$ cat config.mk
export PLATFORM = sky130hd
export DESIGN_NAME = l2cache_req_arbiter
export DESIGN_NICKNAME = d
export VERILOG_FILES = /design/src/rtl/l2cache_req_arbiter.sv
export SDC_FILE = /design/constraint.sdc
export NUM_CORES = 1
export LEC_CHECK = 0
export ABC_AREA = 0
export BUFFER_PORTS_ARGS = -buffer_cell sky130_fd_sc_hd__buf_2
export CORE_ASPECT_RATIO = 1.25
export CORE_MARGIN = 4
export CORE_UTILIZATION = 41
export DETAILED_ROUTE_END_ITERATION = 10
export PLACE_DENSITY = 0.77
export SKIP_CTS_REPAIR_TIMING = 1
export SLEW_MARGIN = 5
export SYNTH_ARGS = -nofsm -noshare
export SYNTH_HDL_FRONTEND = slang
export SYNTH_SLANG_ARGS = --single-unit
$ cat constraint.sdc
create_clock -name clk -period 2.4 [get_ports clk]
set_clock_uncertainty 0.1 [all_clocks]
set_input_delay 0.48 -clock clk [delete_from_list [all_inputs] [get_ports clk]]
set_output_delay 0.48 -clock clk [all_outputs]
set_load 0.02 [all_outputs]
$ cat src/rtl/l2cache_req_arbiter.sv
// rtl/l2cache_req_arbiter.sv - single-outstanding icache/dcache request arbiter feeding the L2 cache FSM
module l2cache_req_arbiter #(
  parameter int ADDR_W   = 32,
  parameter int DATA_W   = 32,
  parameter int MAX_WAIT = 255
) (
  input  logic              clk,
  input  logic              rstn,
  input  logic              icache_l2cache_req,
  input  logic [ADDR_W-1:0] icache_l2cache_addr,
  output logic              l2arb_icache_addrOK,
  output logic              l2arb_icache_dataOK,
  input  logic              dcache_l2cache_req,
  input  logic              dcache_l2cache_wr,
  input  logic [ADDR_W-1:0] dcache_l2cache_addr,
  input  logic [DATA_W-1:0] dcache_l2cache_wdata,
  output logic              l2arb_dcache_addrOK,
  output logic              l2arb_dcache_dataOK,
  output logic [1:0]        arb_l2cache_from,
  output logic [ADDR_W-1:0] arb_l2cache_addr,
  output logic [DATA_W-1:0] arb_l2cache_wdata,
  input  logic              l2cache_arb_addrOK,
  input  logic              l2cache_arb_dataOK,
  input  logic [DATA_W-1:0] l2cache_arb_rdata,
  output logic [DATA_W-1:0] arb_rdata,
  output logic              timeout_err
);

  localparam int CNT_W = $clog2(MAX_WAIT + 1);
  localparam logic [CNT_W-1:0] CNT_MAX = CNT_W'(MAX_WAIT);

  typedef enum logic [1:0] {
    S_IDLE  = 2'd0,
    S_ISSUE = 2'd1,
    S_WAIT  = 2'd2
  } state_t;

  state_t            r_state;
  state_t            w_next;
  logic              r_owner_d;
  logic              r_wr;
  logic              r_last_d;
  logic              r_timeout;
  logic [ADDR_W-1:0] r_addr;
  logic [DATA_W-1:0] r_wdata;
  logic [CNT_W-1:0]  r_wait_cnt;
  logic              w_grant_i;
  logic              w_grant_d;

  assign arb_l2cache_addr  = r_addr;
  assign arb_l2cache_wdata = r_wdata;
  assign arb_rdata         = l2cache_arb_rdata;
  assign timeout_err       = r_timeout;

  // Round-robin grant: under contention the requester not served last wins
  always_comb begin
    w_grant_i = 1'b0;
    w_grant_d = 1'b0;
    if (rstn && (r_state == S_IDLE)) begin
      if (icache_l2cache_req && dcache_l2cache_req) begin
        w_grant_i = r_last_d;
        w_grant_d = ~r_last_d;
      end else begin
        w_grant_i = icache_l2cache_req;
        w_grant_d = dcache_l2cache_req;
      end
    end
  end

  // State register
  always_ff @(posedge clk) begin
    if (!rstn) r_state <= S_IDLE;
    else       r_state <= w_next;
  end

  // Next state, L2 command code and upstream handshake pulses (pulses are masked while in reset)
  always_comb begin
    w_next              = r_state;
    l2arb_icache_addrOK = 1'b0;
    l2arb_dcache_addrOK = 1'b0;
    l2arb_icache_dataOK = 1'b0;
    l2arb_dcache_dataOK = 1'b0;
    arb_l2cache_from    = 2'b00;
    case (r_state)
      S_IDLE: begin
        l2arb_icache_addrOK = w_grant_i;
        l2arb_dcache_addrOK = w_grant_d;
        if (w_grant_i || w_grant_d) w_next = S_ISSUE;
      end
      S_ISSUE: begin
        arb_l2cache_from = r_owner_d ? {1'b1, r_wr} : 2'b01;
        if (l2cache_arb_addrOK) begin
          if (r_owner_d && r_wr) begin
            l2arb_dcache_dataOK = rstn;
            w_next              = S_IDLE;
          end else begin
            w_next = S_WAIT;
          end
        end
      end
      S_WAIT: begin
        if (l2cache_arb_dataOK) begin
          l2arb_icache_dataOK = rstn & ~r_owner_d;
          l2arb_dcache_dataOK = rstn & r_owner_d;
          w_next              = S_IDLE;
        end
      end
      default: w_next = S_IDLE;
    endcase
  end

  // Capture the winning request; requester inputs are ignored until the next grant
  always_ff @(posedge clk) begin
    if (!rstn) begin
      r_owner_d <= 1'b0;
      r_wr      <= 1'b0;
      r_last_d  <= 1'b1;
      r_addr    <= '0;
      r_wdata   <= '0;
    end else if (w_grant_i) begin
      r_owner_d <= 1'b0;
      r_wr      <= 1'b0;
      r_last_d  <= 1'b0;
      r_addr    <= icache_l2cache_addr;
    end else if (w_grant_d) begin
      r_owner_d <= 1'b1;
      r_wr      <= dcache_l2cache_wr;
      r_last_d  <= 1'b1;
      r_addr    <= dcache_l2cache_addr;
      r_wdata   <= dcache_l2cache_wdata;
    end
  end

  // Watchdog: counts busy cycles of the current transaction, flag is sticky once the limit is hit
  always_ff @(posedge clk) begin
    if (!rstn) begin
      r_wait_cnt <= '0;
      r_timeout  <= 1'b0;
    end else if (w_grant_i || w_grant_d) begin
      r_wait_cnt <= '0;
    end else if ((r_state != S_IDLE) && (r_wait_cnt != CNT_MAX)) begin
      r_wait_cnt <= r_wait_cnt + 1'b1;
      if (r_wait_cnt == (CNT_MAX - 1'b1)) r_timeout <= 1'b1;
    end
  end

endmodule

==> metrics.txt <==
# H-tree levels=3; placed inst area=0.00419 sq mm; reported max-cap violation count=0; Setup Viol. Count Final=0; count of vias placed by the detailed router=3507; Yosys Warn Count=0; largest area contributor in the netlist=sky130_fd_sc_hd__dfxtp_1; Pleak=2.16 nW; commonest non-fill, non-tap cells in the layout=sky130_fd_sc_hd__buf_2 (173), sky130_fd_sc_hd__dfxtp_1 (78), sky130_fd_sc_hd__nand3_1 (49), sky130_fd_sc_hd__nand2_1 (41), sky130_fd_sc_hd__o21ai_0 (34); final setup margin=0.124 ns; final slew viol count=0; width of the chip=90.5 microns; final net count=672; Rel. slew slack=39.6%; total number of placement rows=37; Syn Inst Count=394; starting utilization of the core area=42.1%; Internal Power=2.66 mW; fraction of power consumed by the clock network=26.8%; worst hold slack after final layout=0.243 ns; CTS root buffer=sky130_fd_sc_hd__clkbuf_8; post-detailed-route DRC marker count=0; vias in the first global route=3291; Period minus WS final=2.28 ns; Max Freq=439 MHz; Congestion Overflow GR=0; part of the total power dissipated in sequential elements=40.3%; top post-synthesis cells by area=sky130_fd_sc_hd__dfxtp_1 (45%), sky130_fd_sc_hd__a221o_1 (7.5%), sky130_fd_sc_hd__nand3_1 (7.0%); CTS tree=done; Yosys top cell area share=44.7%; part of the cycle the worst path needs=94.8%; Worst Reg-to-Reg Cells=6; die boundary height=111 microns; antenna cells=0; element type at the critical path start=flop; slowest library cell on the worst path=sky130_fd_sc_hd__dfxtp_1; Net Count, Synth=535; clock latency of the later-clocked register in the worst-skew pair=0.34 ns; areal power density over the cells=920 mW/mm^2; RSZ-0062 raised after global routing=no; sink count of the clock tree=78; startpoint of the most critical register-to-register path=r_state[0]$_SDFFE_PN0P_; number of I/O pins=238; number of buffers inserted by port buffering=173; Crit path largest cell delay=0.34 ns; sum of routed wire length over all layers=10800 microns; number of synthesized flops with an enable pin=0; layout overhead on the synthesized area=27.5%; distinct cell type count after synthesis=44; ys async rst share=0%; buffers from clock root to sink, at most=2; sequential area share after synthesis=44.7%; class of the worst hold path=input port to flop; worst setup path class=flop to primary output; mean instance size in the synthesized netlist=8.86 sq um; setup slack after placement=0.236 ns; cells along the critical path=inv_1 -> ha_1 -> and3_2 -> and2_4 -> buf_2; Switching Share=35.1%; Finished Core Util=53.7%; largest vdd supply drop=394 uV; final HPWL from detailed placement=7630 microns; clock transition time at the flip-flop clock pins of the worst setup and hold paths=0.08 ns; total die area=0.0101 sq mm; final-layout setup total negative slack=0 ns; required time of the critical path=1.82 ns; Iteration-0 DRC Markers=215; average wire per standard cell=17.0 microns; final cell area excluding filler cells=0.00445 sq mm; Filler Cells Inserted=788; nature of the critical path endpoint=primary output; r2r endpoint=arb_l2cache_addr[27]$_SDFFE_PN0P_; worst setup slack for register-to-register paths=0.23 ns; maximum fanout encountered on the critical timing path=6; most common cell after layout, fill and taps aside=sky130_fd_sc_hd__buf_2; Post-DRT Antenna Nets=0; worst setup path startpoint=r_state[0]$_SDFFE_PN0P_; CTS buffer count=9; proportion of layout cells with a drive suffix above 1=38.4%; pin count of the biggest net entering global routing=44; Tightest Pin Transition=0.906 ns; floorplan core area=0.00829 sq mm; via-per-instance ratio=5.54; first-pass GRT wire length=16200 microns; Mapped Area=0.00349 sq mm; data arrival time at the worst-slack endpoint=1.70 ns; gpl congestion=0.807; antenna violations before repair=0; flip-flop cell with the highest count after synthesis=sky130_fd_sc_hd__dfxtp_1; number of hold violations in the final report=0; status=completed; Seq cells post-synth=78; Net Switching=1.44 mW; Comb pwr share=32.9%; Detailed Routing Iterations Pass 1=5; end point of the critical path=l2arb_dcache_addrOK; total track usage=20.1%
## area by class of cell
class	instances	area [sq um]	area share, %
Sequential cell	78	1560	35.1
Timing Repair Buffer	186	976	21.9
Multi-Input combinational cell	250	1550	34.8
Tap cell	97	121	2.73
Clock buffer	11	141	3.18
Clock inverter	5	81.3	1.83
Inverter	6	22.5	0.506
## per-stage QoR
step / instances / power [mW]
floorplan: 394 / 2.61
global placement: 612 / 2.97
detailed placement: 612 / 3.00
CTS: 628 / 4.12
global route: 633 / 4.34
finish: 633 / 4.10
## sequential cells by signal, indices dropped and copies added, names as in the netlist
| signal | count |
|---|---|
| arb_l2cache_addr | 32 |
| arb_l2cache_wdata | 32 |
| r_last_d | 1 |
| r_owner_d | 1 |
| r_state | 2 |
| r_wait_cnt | 8 |
| r_wr | 1 |
| timeout_err | 1 |
## synthesized netlist by cell type (all sizes together), types with 2 or more instances
| cell | number |
|---|---|
| a21oi | 14 |
| and3 | 29 |
| nand2 | 41 |
| a21o | 2 |
| nor2 | 2 |
| and2 | 3 |
| ha | 6 |
| nor2b | 3 |
| nand3b | 2 |
| mux2i | 3 |
| dfxtp | 78 |
| a211oi | 3 |
| buf | 41 |
| clkbuf | 21 |
| nor3 | 2 |
| a32oi | 7 |
| and4 | 2 |
| nand2b | 2 |
| a221o | 26 |
| nand3 | 49 |
| a2111oi | 2 |
| inv | 5 |
| o21ai | 35 |
## power by group through the flow
stage / registers [mW] / logic [mW] / clock network (mW)
2_1_floorplan: 1.92 / 0.694 / 0
3_3_place_gp: 1.67 / 1.30 / 0
3_5_place_dp: 1.68 / 1.33 / 0
4_1_cts: 1.65 / 1.33 / 1.14
5_1_grt: 1.68 / 1.46 / 1.20
6_report: 1.65 / 1.35 / 1.10
## per-layer routing
metal | track usage, % | wire (microns) | vias to the layer above
li1 | - | - | 1694
met1 | 21.9 | 4160 | 1619
met2 | 32.2 | 5110 | 143
met3 | 6.79 | 989 | 51
met4 | 14.4 | 493 | 0
met5 | 0 | 0 | -
## critical path: cells and delay by family, from the launching register on
kind,cells,cell delay [ns]
adder cells (fa/ha/maj),1,0.24
buffers and inverters,2,0.30
flip-flops,1,0.34
AND/OR/NAND/NOR,2,0.48
## cells by family (layout without fill, tap and decap cells)
family / Yosys count / in the layout / synth area share [%]
fa+ha+maj: 6 / 6 / 2.15
mux: 3 / 3 / 0.860
simple gates: 139 / 141 / 20.4
flops: 78 / 78 / 44.7
buf+inv: 68 / 208 / 11.4
compound gates: 100 / 100 / 20.5
## worst min path at each step
| stage | startpoint | to | cells after the start |
|---|---|---|---|
| finish | dcache_l2cache_wdata[17] | arb_l2cache_wdata[17]$_SDFFE_PN0P_ | 3 |
| global route | dcache_l2cache_addr[1] | arb_l2cache_addr[1]$_SDFFE_PN0P_ | 2 |
| CTS | dcache_l2cache_wdata[2] | arb_l2cache_wdata[2]$_SDFFE_PN0P_ | 3 |
| detailed placement | arb_l2cache_wdata[14]$_SDFFE_PN0P_ | arb_l2cache_wdata[14]$_SDFFE_PN0P_ | 2 |
| global placement | arb_l2cache_wdata[24]$_SDFFE_PN0P_ | arb_l2cache_wdata[24]$_SDFFE_PN0P_ | 2 |
| floorplan | r_state[0]$_SDFFE_PN0P_ | r_state[0]$_SDFFE_PN0P_ | 2 |
(Power assumes the default switching activity.)
